File: config.mk
export PLATFORM = sky130hd
export DESIGN_NAME = matriz_sequenciador_flat
export DESIGN_NICKNAME = d
export VERILOG_FILES = /design/src/rtl/matriz_pkg.sv /design/src/rtl/matriz_sequenciador_if.sv /design/src/rtl/matriz_sequenciador.sv /design/src/flat_wrapper.sv
export SDC_FILE = /design/constraint.sdc
export NUM_CORES = 1
export LEC_CHECK = 0
export CAP_MARGIN = 0
export CORE_AREA = 2 2 304 306
export DETAILED_ROUTE_END_ITERATION = 12
export DIE_AREA = 0 0 306 308
export GPL_ROUTABILITY_DRIVEN = 0
export PLACE_DENSITY = 0.67
export SKIP_LAST_GASP = 1
export SYNTH_ARGS = -nofsm -noshare
export SYNTH_HDL_FRONTEND = slang
export SYNTH_SLANG_ARGS = --single-unit
export TNS_END_PERCENT = 1
File: constraint.sdc
create_clock -name clk -period 3.9 [get_ports clk]
set_clock_uncertainty 0.2 [all_clocks]
set_input_delay 0.39 -clock clk [delete_from_list [all_inputs] [get_ports clk]]
set_output_delay 0.39 -clock clk [all_outputs]
set_load 0.01 [all_outputs]
File: src/rtl/matriz_pkg.sv
// Shared types and constants for the 5x5 byte-matrix sequencer.
// Rows are 5 bytes packed little-end first; matrices are 5 rows packed likewise.
package matriz_pkg;

  localparam int DIM    = 5;
  localparam int ELEM_W = 8;
  localparam int ROW_W  = DIM * ELEM_W;
  localparam int MAT_W  = DIM * ROW_W;

  localparam logic [3:0] OP_SOMA   = 4'b0011;
  localparam logic [3:0] OP_SUB    = 4'b0100;
  localparam logic [3:0] OP_MULT   = 4'b0101;
  localparam logic [3:0] OP_TRANSP = 4'b0110;

  localparam logic [7:0] WDOG_MAX = 8'd255;

  typedef enum logic [2:0] {
    IDLE,
    READ_A,
    READ_B,
    EXEC,
    WAIT_CLR,
    WRITE_C
  } state_t;

  // Only the two-operand opcodes fetch a second matrix.
  function automatic logic needs_b(input logic [3:0] op);
    return (op == OP_SOMA) || (op == OP_SUB) || (op == OP_MULT);
  endfunction

endpackage

File: src/rtl/matriz_sequenciador_if.sv
// Instruction, row-memory and ALU signals between the sequencer (master) and its environment.
// Instruction side is valid/ready; memory has a 1-cycle read latency; ALU is start/done.
interface matriz_sequenciador_if;
  import matriz_pkg::*;

  logic             instr_valid;
  logic             instr_ready;
  logic [3:0]       instr_opcode;
  logic [7:0]       instr_addr_a;
  logic [7:0]       instr_addr_b;
  logic [7:0]       instr_addr_c;

  logic [7:0]       mem_addr;
  logic             mem_rd_en;
  logic [ROW_W-1:0] mem_rdata;
  logic             mem_wr_en;
  logic [ROW_W-1:0] mem_wdata;

  logic [3:0]       alu_opcode;
  logic [MAT_W-1:0] alu_matriz_a;
  logic [MAT_W-1:0] alu_matriz_b;
  logic             alu_start;
  logic [MAT_W-1:0] alu_result;
  logic             alu_done;

  modport master (
    input  instr_valid, instr_opcode, instr_addr_a, instr_addr_b, instr_addr_c,
    output instr_ready,
    output mem_addr, mem_rd_en, mem_wr_en, mem_wdata,
    input  mem_rdata,
    output alu_opcode, alu_matriz_a, alu_matriz_b, alu_start,
    input  alu_result, alu_done
  );

  modport slave (
    output instr_valid, instr_opcode, instr_addr_a, instr_addr_b, instr_addr_c,
    input  instr_ready,
    input  mem_addr, mem_rd_en, mem_wr_en, mem_wdata,
    output mem_rdata,
    input  alu_opcode, alu_matriz_a, alu_matriz_b, alu_start,
    output alu_result, alu_done
  );

endinterface

File: src/rtl/matriz_sequenciador.sv
// Sequencer: fetch A (and B) rows, run the ALU, write C rows back; one instruction at a time.
// Accepts only in IDLE (no queueing); ALU handshake is start/done with watchdog abort.
module matriz_sequenciador
  import matriz_pkg::*;
(
  input  logic                  clk,
  input  logic                  rst_n,
  matriz_sequenciador_if.master bus,
  output logic                  busy,
  output logic                  op_done,
  output logic                  op_error
);

  localparam logic [2:0] ROW_LAST = 3'(DIM - 1);
  localparam logic [2:0] CAP_LAST = 3'(DIM);

  state_t           state, state_nxt;
  logic [2:0]       cnt;
  logic [3:0]       opcode_q;
  logic [7:0]       addr_a_q, addr_b_q, addr_c_q;
  logic [MAT_W-1:0] mat_a, mat_b, result_q;
  logic [7:0]       wdog;
  logic             err_q;
  logic             rd_pend;
  logic [2:0]       rd_row;
  logic             rd_is_b;
  logic             accept;
  logic             timeout;

  assign accept  = (state == IDLE) && bus.instr_valid;
  assign timeout = (state == EXEC) && !bus.alu_done && (wdog == WDOG_MAX - 8'd1);

  always_ff @(posedge clk or negedge rst_n) begin
    if (!rst_n) state <= IDLE;
    else        state <= state_nxt;
  end

  always_comb begin
    state_nxt = state;
    unique case (state)
      IDLE:     if (bus.instr_valid) state_nxt = READ_A;
      // The extra count step after the fifth read lets the last row land before moving on.
      READ_A:   if (cnt == CAP_LAST) state_nxt = needs_b(opcode_q) ? READ_B : EXEC;
      READ_B:   if (cnt == CAP_LAST) state_nxt = EXEC;
      EXEC:     if (bus.alu_done || timeout) state_nxt = WAIT_CLR;
      WAIT_CLR: if (!bus.alu_done) state_nxt = err_q ? IDLE : WRITE_C;
      WRITE_C:  if (cnt == ROW_LAST) state_nxt = IDLE;
      default:  state_nxt = IDLE;
    endcase
  end

  always_comb begin
    bus.instr_ready = 1'b0;
    busy            = 1'b1;
    bus.mem_rd_en   = 1'b0;
    bus.mem_wr_en   = 1'b0;
    bus.mem_addr    = '0;
    bus.mem_wdata   = '0;
    bus.alu_start   = 1'b0;
    unique case (state)
      IDLE: begin
        bus.instr_ready = 1'b1;
        busy            = 1'b0;
      end
      READ_A: if (cnt <= ROW_LAST) begin
        bus.mem_rd_en = 1'b1;
        bus.mem_addr  = addr_a_q + {5'd0, cnt};
      end
      READ_B: if (cnt <= ROW_LAST) begin
        bus.mem_rd_en = 1'b1;
        bus.mem_addr  = addr_b_q + {5'd0, cnt};
      end
      EXEC: bus.alu_start = 1'b1;
      WRITE_C: begin
        bus.mem_wr_en = 1'b1;
        bus.mem_addr  = addr_c_q + {5'd0, cnt};
        bus.mem_wdata = result_q[int'(cnt) * ROW_W +: ROW_W];
      end
      default: ;
    endcase
  end

  assign bus.alu_opcode   = opcode_q;
  assign bus.alu_matriz_a = mat_a;
  assign bus.alu_matriz_b = mat_b;

  always_ff @(posedge clk or negedge rst_n) begin
    if (!rst_n) begin
      cnt      <= '0;
      opcode_q <= '0;
      addr_a_q <= '0;
      addr_b_q <= '0;
      addr_c_q <= '0;
      mat_a    <= '0;
      mat_b    <= '0;
      result_q <= '0;
      wdog     <= '0;
      err_q    <= 1'b0;
      rd_pend  <= 1'b0;
      rd_row   <= '0;
      rd_is_b  <= 1'b0;
      op_done  <= 1'b0;
      op_error <= 1'b0;
    end else begin
      op_done  <= 1'b0;
      op_error <= 1'b0;

      if (state_nxt != state)
        cnt <= '0;
      else if (state == READ_A || state == READ_B || state == WRITE_C)
        cnt <= cnt + 3'd1;

      if (accept) begin
        opcode_q <= bus.instr_opcode;
        addr_a_q <= bus.instr_addr_a;
        addr_b_q <= bus.instr_addr_b;
        addr_c_q <= bus.instr_addr_c;
        mat_b    <= '0;
        err_q    <= 1'b0;
      end

      rd_pend <= bus.mem_rd_en;
      rd_row  <= cnt;
      rd_is_b <= (state == READ_B);
      if (rd_pend) begin
        if (rd_is_b) mat_b[int'(rd_row) * ROW_W +: ROW_W] <= bus.mem_rdata;
        else         mat_a[int'(rd_row) * ROW_W +: ROW_W] <= bus.mem_rdata;
      end

      if (state_nxt == EXEC && state != EXEC)
        wdog <= '0;
      else if (state == EXEC)
        wdog <= wdog + 8'd1;

      if (state == EXEC && bus.alu_done)
        result_q <= bus.alu_result;

      if (timeout) begin
        err_q    <= 1'b1;
        op_error <= 1'b1;
      end

      if (state == WRITE_C && cnt == ROW_LAST)
        op_done <= 1'b1;
    end
  end

endmodule
File: src/flat_wrapper.sv
// flat-port wrapper written by rule: the top's interface ports become plain ports
module matriz_sequenciador_flat import matriz_pkg::*;
  (clk, rst_n, busy, op_done, op_error, bus_instr_valid, bus_instr_opcode, bus_instr_addr_a, bus_instr_addr_b, bus_instr_addr_c, bus_instr_ready, bus_mem_addr, bus_mem_rd_en, bus_mem_wr_en, bus_mem_wdata, bus_mem_rdata, bus_alu_opcode, bus_alu_matriz_a, bus_alu_matriz_b, bus_alu_start, bus_alu_result, bus_alu_done);
  matriz_sequenciador_if bus_i ();
  input  logic clk;
  input  logic rst_n;
  output logic busy;
  output logic op_done;
  output logic op_error;
  input wire logic [$bits(bus_i.instr_valid)-1:0] bus_instr_valid;
  input wire logic [$bits(bus_i.instr_opcode)-1:0] bus_instr_opcode;
  input wire logic [$bits(bus_i.instr_addr_a)-1:0] bus_instr_addr_a;
  input wire logic [$bits(bus_i.instr_addr_b)-1:0] bus_instr_addr_b;
  input wire logic [$bits(bus_i.instr_addr_c)-1:0] bus_instr_addr_c;
  output wire logic [$bits(bus_i.instr_ready)-1:0] bus_instr_ready;
  output wire logic [$bits(bus_i.mem_addr)-1:0] bus_mem_addr;
  output wire logic [$bits(bus_i.mem_rd_en)-1:0] bus_mem_rd_en;
  output wire logic [$bits(bus_i.mem_wr_en)-1:0] bus_mem_wr_en;
  output wire logic [$bits(bus_i.mem_wdata)-1:0] bus_mem_wdata;
  input wire logic [$bits(bus_i.mem_rdata)-1:0] bus_mem_rdata;
  output wire logic [$bits(bus_i.alu_opcode)-1:0] bus_alu_opcode;
  output wire logic [$bits(bus_i.alu_matriz_a)-1:0] bus_alu_matriz_a;
  output wire logic [$bits(bus_i.alu_matriz_b)-1:0] bus_alu_matriz_b;
  output wire logic [$bits(bus_i.alu_start)-1:0] bus_alu_start;
  input wire logic [$bits(bus_i.alu_result)-1:0] bus_alu_result;
  input wire logic [$bits(bus_i.alu_done)-1:0] bus_alu_done;
  assign bus_i.instr_valid = bus_instr_valid;
  assign bus_i.instr_opcode = bus_instr_opcode;
  assign bus_i.instr_addr_a = bus_instr_addr_a;
  assign bus_i.instr_addr_b = bus_instr_addr_b;
  assign bus_i.instr_addr_c = bus_instr_addr_c;
  assign bus_instr_ready = bus_i.instr_ready;
  assign bus_mem_addr = bus_i.mem_addr;
  assign bus_mem_rd_en = bus_i.mem_rd_en;
  assign bus_mem_wr_en = bus_i.mem_wr_en;
  assign bus_mem_wdata = bus_i.mem_wdata;
  assign bus_i.mem_rdata = bus_mem_rdata;
  assign bus_alu_opcode = bus_i.alu_opcode;
  assign bus_alu_matriz_a = bus_i.alu_matriz_a;
  assign bus_alu_matriz_b = bus_i.alu_matriz_b;
  assign bus_alu_start = bus_i.alu_start;
  assign bus_i.alu_result = bus_alu_result;
  assign bus_i.alu_done = bus_alu_done;
  matriz_sequenciador u_core (.clk(clk), .rst_n(rst_n), .bus(bus_i), .busy(busy), .op_done(op_done), .op_error(op_error));
endmodule
==> impl_results.md, run 1 <==
* Synth cell types at 87
* Worst path arrival time at 4.21 ns
* Mean Syn Cell Area at around 12 um2
* Top post-synthesis cells by area: dfrtp_1, mux2_2, mux2i_1
* Clk_lat worst skew at approximately 0.66 ns
* Top-area cell type share of the netlist area at about half
* Crit start category: flip-flop
* Crit. End Element: flip-flop
* Final Hold Vio Count at 0
* Core footprint at just over 90000 um2
* CTS Root Cell: clkbuf_16
* Count leader, synth: dfrtp_1
* Time the worst path needs with I/O delays and setup at 3.92 ns
* Worst reg2reg setup slack at -0.02 ns
* Worst-margin pin slew at about 1.1 ns
* Initial drt markers at roughly 1800
* Reg2reg end: u_core.bus.alu_matriz_a[23]
* TritonCTS clock tree: yes
* Status: complete, but fails checks
* Final worst setup slack at -0.0181 ns
* Grt ovf at 0
* RSZ-0062 raised after global routing: yes
* Seq cells post-synth at between 600 and 700
* Vias in the first global route at 25749
* Final max-slew violation count at 0
* Pin count of the biggest net entering global routing at 105
* Initial Util at 34.8%
* Failing checks: setup timing
* Leakage at between 0.015 and 0.02 uW
* Max Root-Sink Buffers at 3
* Met3 usage at under 10%
* Max-Cap Viols at 0
* Layout cell share with drive strength beyond 1 at between 10% and 20%
* Die Height at between 300 and 400 um
* Fmax at 255 MHz
* Commonest cells post-synth: dfrtp_1, mux2i_1, mux2_2, nand2_1, inv_1
* Clock sinks at 650
* DRT Wirelength at 123000 um
* Global-route wire length before repair at 178000 um
* H-Tree Depth at 3
* Reg-to-Reg Start: u_core.rd_row[0]
* Total track usage at between 20% and 30%
* Period utilisation layout at 100%
* GR peak layer: met2
* Worst Hold Class: primary input to flip-flop
* Pwr dens at around 880 nW/um2
* Post-route ant nets at 0
* Mapped Cells at between 2000 and 3000
* Worst endpoint required time at about 4.2 ns
* Critical Path End: u_core.bus.alu_matriz_a[23]
* Ys Warns at 0
* Mapped cell area at ~32000 um2
* DRT Pass-1 Iters at 6
* Hold WS at 0.141 ns
* CTS Buf Count at 74
* DR WL/cell at about 26 um
* Final setup vio count at 1
* Largest area contributor in the netlist: dfrtp_1
* Met1 GRT Util at a little under a third
* Port buffer count at 730
* Nets at 3730
* Vias per cell at around 5.3
* Antenna violations before repair at 14
* CP Launch Point: u_core.rd_row[0]
* Die Wd at roughly 300 um
* M2 GR Usage at between 40 and 50%
* I/O pin cnt at 731
* Slew margin rel. at a little under a quarter
* Peak supply drop at around 0.80 mV
* Synth Net Count at 2944
* Ys async rst share at 100%
* Worst R2R Path Depth at 10
* DR DRC count at 0
* Crit Path Max Fanout at 24
* Setup CP Type: flip-flop to flip-flop
* P&R area growth vs syn at 38.0%
* Seq/Total Area, Yosys at 51.4%
* Number of synthesized flops with an enable pin at 0
* Ys flop type: dfrtp_1
* Final setup TNS at -0.0181 ns
* Cell Rows at ~110
* HPWL Detailed at around 95000 um
* Via count at 25016
* Clock transition at the registers of the reported paths at 0.06 ns
* Die area at around 94000 um2
-- worst min-delay path by stage --
stage	depth (start not counted)	startpoint	slack (ns)	end
4_1_cts	2	bus_alu_result[122]	0.08	u_core.result_q[122]
3_3_place_gp	2	u_core.err_q	0.26	u_core.err_q
6_report	2	bus_alu_result[121]	0.14	u_core.result_q[121]
3_5_place_dp	2	u_core.err_q	0.27	u_core.err_q
2_1_floorplan	0	rst_n	-0.11	u_core.addr_a_q[0]
5_1_grt	2	bus_alu_result[164]	0.12	u_core.result_q[164]
-- stage by stage --
stage          cells  instance area [um2]  setup slack [ns]  power [uW]  utilization (%)
2_1_floorplan   2649                31700             0.188       22000                -
5_1_grt         4677                43700            -0.104       40500             48.1
3_3_place_gp    4543                41100            0.0694       30900             45.2
3_5_place_dp    4543                41100            0.0448       31200             45.2
4_1_cts         4676                43700           -0.0144       38700             48.0
6_report        4679                43700           -0.0181       38600             48.1
-- repair_timing --
action                     4_1_cts  5_1_grt
setup endpoints to repair        7       80
gates cloned                     0        0
resized for setup                1        0
buffers inserted                 0        1
hold endpoints to repair        81        0
hold buffers                     1        0
-- placed cells by master (no fill, tap or decap), types with 8 or more instances in the layout --
cell type | synthesis | final
o21a_1 | 15 | 15
nand3b_1 | 11 | 11
xnor2_1 | 9 | 8
nor3_1 | 21 | 19
nor2b_1 | 21 | 21
bufinv_16 | 0 | 9
buf_4 | 2 | 129
clkbuf_16 | 0 | 74
or3_1 | 9 | 9
xor2_1 | 11 | 11
mux4_2 | 54 | 54
buf_12 | 0 | 15
a22o_1 | 8 | 8
nand2b_1 | 10 | 10
mux2_2 | 312 | 312
o211ai_1 | 9 | 9
ha_1 | 20 | 19
a21o_1 | 21 | 21
a211oi_1 | 18 | 18
a211o_1 | 9 | 9
mux2i_1 | 317 | 317
clkbuf_1 | 124 | 15
and2_1 | 14 | 14
o21ai_0 | 76 | 76
nor3_4 | 8 | 8
a22oi_1 | 47 | 47
nand2_1 | 292 | 289
nand3_1 | 51 | 51
nand4_1 | 15 | 15
clkbuf_8 | 0 | 15
clkdlybuf4s50_1 | 0 | 729
a21oi_1 | 23 | 23
dfrtp_1 | 650 | 647
clkinv_2 | 0 | 10
o31ai_1 | 13 | 13
o22a_1 | 73 | 73
inv_1 | 143 | 143
a32o_1 | 8 | 8
nor2_1 | 86 | 85
-- per-layer routing --
layer  up-vias  part of all wire (%)
met1     12653                    39
met4        20                   3.9
met5         -                  0.11
met3       242                   8.8
li1      11041                     -
met2      1060                    48
-- cell type report --
class,count,area (um2)
Sequential cell,650,16300
Fill cell,8234,47200
Timing Repair Buffer,875,8590
Antenna cell,2,5.00
Clock buffer,104,2110
Tap cell,1186,1480
Multi-Input combinational cell,1689,14300
Inverter,145,544
Clock inverter,28,454
-- kinds of logic after synthesis --
kind of cell    count (synthesis)  synth area share, %
mux                           686                 25.1
flops                         650                 51.4
simple gates                  577                 8.81
compound gates                381                 9.32
buf+inv                       310                 3.82
fa+ha+maj                      23                0.980
xor+xnor                       22                0.656
-- critical path: stages (launching register included) --
cell	delay, ns
dfrtp_2	0.42
ha_1	0.21
ha_1	0.29
or4_4	0.56
nor2_1	0.13
ha_1	0.25
buf_4	0.23
nand3_1	0.42
buf_4	0.30
a2bb2oi_1	0.57
mux2i_1	0.17
-- sequential cells by signal (all words and copies together), names as in the netlist, 3 cells and up --
register,cells
u_core.rd_row,3
u_core.state,3
u_core.wdog,8
u_core.bus.alu_matriz_b,200
u_core.addr_b_q,8
u_core.addr_a_q,8
u_core.result_q,200
u_core.bus.alu_opcode,4
u_core.addr_c_q,8
u_core.bus.alu_matriz_a,200
u_core.cnt,3
-- report_power, final --
group | internal, uW | switching, uW
sequential | 8810 | 1400
clock | 4420 | 2960
combinational | 8600 | 12400
total | 21800 | 16800
Power figures use the tool's default switching activity.
==> run 2, diff against run 1 <==
--- a/config.mk
+++ b/config.mk
@@ -5,12 +5,13 @@
 export SDC_FILE = /design/constraint.sdc
 export NUM_CORES = 1
 export LEC_CHECK = 0
+export ABC_CLOCK_PERIOD_IN_PS = 3400
 export CAP_MARGIN = 0
 export CORE_AREA = 2 2 304 306
 export DETAILED_ROUTE_END_ITERATION = 12
 export DIE_AREA = 0 0 306 308
 export GPL_ROUTABILITY_DRIVEN = 0
-export PLACE_DENSITY = 0.67
+export PLACE_DENSITY = 0.63
 export SKIP_LAST_GASP = 1
 export SYNTH_ARGS = -nofsm -noshare
 export SYNTH_HDL_FRONTEND = slang
==> constraint.sdc (replaced) <==
create_clock -name clk -period 3.4 [get_ports clk]
set_clock_uncertainty 0.2 [all_clocks]
set_input_delay 0.34 -clock clk [delete_from_list [all_inputs] [get_ports clk]]
set_output_delay 0.34 -clock clk [all_outputs]
set_load 0.01 [all_outputs]
==> run 2 against run 1 <==
  * The flow still finishes with violations (setup timing)
  * Sequential cell count did not move
  * Combinational power rose by 24%
  * Die area did not move
  * Highest routed layer unchanged
  * Register-to-register slack barely moved
  * Sequential share of layout area fell by 0.80 points
  * Largest power group unchanged
  * First-iteration DRC count rose by 13%
  * Clock power rose by 11%
==> impl_results.md, run 2 (same netlist as run 1, synthesis figures left out) <==
* Crit path buf inv count at 2
* Worst hold start: bus_alu_result[31]
* Pin count of the biggest net entering global routing at roughly 110
* Util after Layout at roughly 49%
* Family with the most delay on the worst path: buffers and inverters
* DRT Wirelength at 126000 um
* DR DRC count at 0
* Crit start category: flip-flop
* Total track usage at between 20% and 30%
* H-Tree Depth at 3
* P&R area growth vs syn at 41.1%
* CTS Buf Count at 77
* Pwr dens at between 1000 and 1500 nW/um2
* Post-route ant nets at 0
* Reg-to-Reg Start: u_core.rd_row[0]
* Leakage at slightly below 0.02 uW
* Max Root-Sink Buffers at 3
* CTS Root Cell: clkbuf_16
* Initial drt markers at approximately 2000
* Placed instance count at 4621
* Antenna violations before repair at 8
* Slowest CP cell: mux4_2
* Die Height at ~300 um
* Most frequent cells in the layout: clkdlybuf4s50_1, dfrtp_1, mux2i_1
* Initial Util at a little over a third
* Final Hold Vio Count at 0
* DRT Pass-1 Iters at 5
* Worst Hold Class: primary input to flip-flop
* TritonCTS clock tree: yes
* Crit Path Max Fanout at 40
* Failing checks: setup timing
* Cell Rows at ~110
* Fmax at approximately 290 MHz
* Die Wd at ~310 um
* Layout cell share with drive strength beyond 1 at between 20 and 25%
* Status: complete, but fails checks
* Die area at 94200 um2
* Core footprint at about 91000 um2
* Slew margin rel. at 44.5%
* DR WL/cell at approximately 26 um
* Setup CP Type: flip-flop to output pin
* Worst reg2reg setup slack at -0.02 ns
* Time the worst path needs with I/O delays and setup at ~3.5 ns
* Fillers at just over 8000
* Worst endpoint required time at around 2.9 ns
* Peak supply drop at 0.762 mV
* Worst path cell trace: buf_16 -> mux4_2 -> a22oi_1 -> nor2_1 -> clkdlybuf4s50_1
* Grt ovf at 0
* I/O pin cnt at ~730
* Clk_lat worst skew at about 0.63 ns
* Nets at 3814
* Final worst setup slack at -0.0812 ns
* Total Power at ~46000 uW
* Worst path arrival time at between 2 and 3 ns
* Max stage delay on crit path at roughly 0.63 ns
* Non-filler cells, final at ~4800
* RSZ-0062 raised after global routing: yes
* Place WS at -0.0985 ns
* Final max-slew violation count at 0
* Most common cell after layout, fill and taps aside: clkdlybuf4s50_1
* Worst-margin pin slew at 0.832 ns
* Final setup vio count at 16
* Clock sinks at 650
* CP Launch Point: u_core.cnt[0]
* HPWL Detailed at roughly 97000 um
* Period utilisation layout at 102%
* Max-Cap Viols at 0
* Vias per cell at between 5 and 6
* Global-route wire length before repair at between 150000 and 200000 um
* Port buffer count at 730
* Via count at ~25000
* Crit. End Element: output pin
* Vias in the first global route at approximately 26000
* Clock transition at the registers of the reported paths at approximately 0.06 ns
run 2: timing repair:
item	in CTS	in global routing
pin swaps	0	4
hold buffers	1	0
resized for setup	4	17
buffers inserted	2	2
hold endpoints to repair	50	0
endpoints found under the setup margin	137	370
run 2: worst paths after layout:
path / depth (start not counted) / endpoint
min reg2reg: 2 / u_core.err_q
max reg2reg: 8 / u_core.bus.alu_matriz_a[17]
max: 5 / bus_mem_wdata[38]
min: 2 / u_core.result_q[31]
max in group asynchronous: 3 / u_core.cnt[0]
min in group asynchronous: 2 / u_core.bus.alu_matriz_b[170]
run 2: area by class of cell:
| cell class | count | area, um2 | share of cell area, % |
|---|---|---|---|
| Antenna cell | 4 | 10.0 | 0.0224 |
| Clock buffer | 103 | 2170 | 4.85 |
| Clock inverter | 33 | 328 | 0.734 |
| Inverter | 145 | 544 | 1.22 |
| Multi-Input combinational cell | 1689 | 14400 | 32.2 |
| Sequential cell | 650 | 16300 | 36.4 |
| Tap cell | 1186 | 1480 | 3.32 |
| Timing Repair Buffer | 956 | 9480 | 21.2 |
run 2: power breakdown:
part | switching, uW | internal (uW) | total, uW
sequential | 1580 | 10100 | 11700
combinational | 14900 | 11100 | 26000
clock | 3520 | 4680 | 8200
run 2: worst register-to-register path: cells and delay by family (launching register included):
kind	cells	cell delay, ns
fa+ha+maj	2	0.48
mux	1	0.27
buf+inv	1	0.25
flops	1	0.40
simple gates	3	1.13
compound gates	1	0.61
run 2: routing by layer:
layer	vias to the layer above	part of all wire (%)	global-route usage, %
met5	-	0.037	0
met4	6	3.9	9.78
met3	226	9.0	8.59
met2	1053	48	43.4
met1	12667	39	31.8
li1	11186	-	-
run 2: stage by stage:
| step | hold slack [ns] | cell area [um2] | setup TNS (ns) |
|---|---|---|---|
| global route | 0.0959 | 44700 | -11.86 |
| CTS | 0.0787 | 44600 | -5.51 |
| finish | 0.111 | 44700 | -0.397 |
| global placement | 0.202 | 42100 | -0.842 |
| detailed placement | 0.208 | 42100 | -2.28 |
| floorplan | -0.156 | 31800 | -0.594 |
==> run 3, diff against run 2 <==
--- a/config.mk
+++ b/config.mk
@@ -5,12 +5,13 @@
 export SDC_FILE = /design/constraint.sdc
 export NUM_CORES = 1
 export LEC_CHECK = 0
-export ABC_CLOCK_PERIOD_IN_PS = 3400
+export ABC_CLOCK_PERIOD_IN_PS = 3100
 export CAP_MARGIN = 0
 export CORE_AREA = 2 2 304 306
 export DETAILED_ROUTE_END_ITERATION = 12
 export DIE_AREA = 0 0 306 308
 export GPL_ROUTABILITY_DRIVEN = 0
+export GPL_TIMING_DRIVEN = 1
 export PLACE_DENSITY = 0.63
 export SKIP_LAST_GASP = 1
 export SYNTH_ARGS = -nofsm -noshare
==> constraint.sdc (replaced) <==
create_clock -name clk -period 3.1 [get_ports clk]
set_clock_uncertainty 0.2 [all_clocks]
set_input_delay 0.31 -clock clk [delete_from_list [all_inputs] [get_ports clk]]
set_output_delay 0.31 -clock clk [all_outputs]
set_load 0.01 [all_outputs]
==> run 3 against run 2 <==
  * The flow still finishes with violations (setup timing)
  * Critical path depth is 4 higher
  * Sequential share of layout area fell by 1.1 points
  * Register-to-register slack got worse by 0.07 ns
  * First-iteration DRC count decreased by 5.5%
  * Hold slack got worse by 0.031 ns
  * Non-clock buffer count up 102
  * Critical endpoint is now u_core.bus.alu_matriz_a[176]
  * Largest cell class unchanged
==> impl_results.md, run 3 (same netlist as run 1, synthesis figures left out) <==
* Status: complete, but fails checks
* Failing checks: setup timing
* Most frequent CP cell: buf_4
* Leakage at ~0.020 uW
* Period utilisation layout at 103%
* RSZ-0062 raised after global routing: yes
* Final setup vio count at approximately 160
* DR DRC count at 0
* Place WS at -0.105 ns
* Reg-to-Reg Start: u_core.rd_row[0]
* Final worst setup slack at -0.0895 ns
* Nets at about 3900
* Gate power share at around three fifths
* Final max-slew violation count at 0
* Crit Path Max Fanout at 19
* Worst R2R Path Depth at 9
* Layout cell share with drive strength beyond 1 at 26.2%
* Clock sinks at 650
* Final setup TNS at -5.11 ns
* Most frequent cells in the layout: clkdlybuf4s50_1, dfrtp_1, mux2i_1
* DRT Pass-1 Iters at 5
* Grt ovf at 0
* Switch share at between 40% and 50%
* Pin count of the biggest net entering global routing at between 70 and 80
* Antenna violations before repair at 13
* Final instance area at approximately 46000 um2
* Fillers at between 8000 and 9000
* Vias in the first global route at 26282
* Max-Cap Viols at 0
* Crit start category: flip-flop
* CTS Buf Count at between 70 and 80
* HPWL Detailed at 97600 um
* Sequential share of power at 24.0%
* Slowest CP cell: nor2b_1
* CTS Root Cell: clkbuf_16
* Cell depth of the worst hold path at 2
* Switching power at between 20000 and 25000 uW
* Initial Util at a little over a third
* Setup CP Type: flip-flop to flip-flop
* DRT Wirelength at about 130000 um
* Reg2reg end: u_core.bus.alu_matriz_a[176]
* Die area at approximately 94000 um2
* Worst endpoint required time at between 3 and 4 ns
* Final Hold Vio Count at 0
* Die Height at ~310 um
* Worst path arrival time at 3.57 ns
* Worst Hold Path EP: u_core.result_q[139]
* Worst reg2reg setup slack at -0.09 ns
* Die Wd at about 310 um
* Total track usage at between 20% and 30%
* Clock share of power at between 10% and 20%
* Crit. End Element: flip-flop
* Max stage delay on crit path at ~0.56 ns
* Util after Layout at 50.7%
* Worst Hold Class: primary input to flip-flop
* Cell Rows at roughly 110
* Pwr dens at around 1200 nW/um2
* Time the worst path needs with I/O delays and setup at 3.19 ns
* Clock transition at the registers of the reported paths at about 0.060 ns
* Initial drt markers at a little under 2000
* Port buffer count at 730
* H-Tree Depth at 3
* Cell area after placement at between 40000 and 50000 um2
* Core footprint at just over 90000 um2
* Max Root-Sink Buffers at 3
* Critical path depth in cells at 9
* Most common cell after layout, fill and taps aside: clkdlybuf4s50_1
* DR WL/cell at between 20 and 30 um
* Family with the most delay on the worst path: simple AND/OR/NAND/NOR gates
* Slew margin rel. at roughly half
* Hold WS at between 0.07 and 0.08 ns
* Fmax at ~310 MHz
* I/O pin cnt at between 700 and 800
* Worst hold start: bus_alu_result[139]
* Cell internal pwr at around 31000 uW
* Worst-margin pin slew at 0.744 ns
* Via count at 25561
* P&R area growth vs syn at 45.7%
* Worst path cell trace: buf_4 -> inv_4 -> ha_4 -> nor2b_1 -> a2bb2oi_1 -> o21ai_0 -> buf_4 -> and3_1 -> mux2_2
* Post-route ant nets at 0
* Clk_lat worst skew at about 0.64 ns
* TritonCTS clock tree: yes
* Peak supply drop at 0.789 mV
* Crit path buf inv count at 3
* Global-route wire length before repair at between 150000 and 200000 um
* Vias per cell at roughly 5.3
[run 3: how the worst max path moves through the flow]
stage / end / slack [ns] / start
finish: u_core.bus.alu_matriz_a[176] / -0.09 / u_core.rd_row[0]
global route: u_core.bus.alu_matriz_b[24] / -0.17 / u_core.rd_row[0]
CTS: bus_mem_wdata[22] / -0.18 / u_core.cnt[0]
detailed placement: u_core.bus.alu_matriz_a[116] / -0.11 / u_core.rd_row[0]
global placement: u_core.bus.alu_matriz_a[115] / -0.06 / u_core.rd_row[2]
floorplan: u_core.bus.alu_matriz_b[176] / -0.13 / u_core.rd_row[2]
[run 3: stage by stage]
stage          cells  total power [uW]
3_5_place_dp    4707             43100
5_1_grt         4859             55900
3_3_place_gp    4707             42800
2_1_floorplan   2649             28300
6_report        4864             53300
4_1_cts         4848             53000
[run 3: metal layers]
metal | vias to the layer above | share of wire (%) | GRT usage (%)
li1 | 11422 | - | -
met1 | 12831 | 38 | 30.7
met2 | 1030 | 49 | 44.5
met3 | 258 | 9.0 | 8.62
met4 | 20 | 4.0 | 10.0
met5 | - | 0.12 | 0
[run 3: power groups by stage]
| stage | clock [uW] | sequential (uW) | combinational (uW) |
|---|---|---|---|
| floorplan | 0 | 12800 | 15500 |
| global route | 10100 | 13100 | 32800 |
| CTS | 9700 | 12800 | 30500 |
| global placement | 0 | 12800 | 29900 |
| detailed placement | 0 | 12900 | 30200 |
| finish | 9490 | 12800 | 31000 |
[run 3: layout make-up]
type	instances	area [um2]	share of cell area [%]
clock inverters	28	427	0.925
clock buffers	103	2200	4.77
well taps	1186	1480	3.22
flip-flops and latches	650	16300	35.3
diodes	5	12.5	0.0271
repair buffers	1058	10500	22.8
multi-input cells	1689	14700	31.8
inverters	145	547	1.18
[run 3: repair_timing]
item / in CTS / in global routing
endpoints found under the hold margin: 216 / 0
hold buffers: 1 / 0
setup buffers: 6 / 11
gates cloned: 3 / 0
pin swaps: 7 / 25
endpoints found under the setup margin: 289 / 414
gates resized for setup: 97 / 80
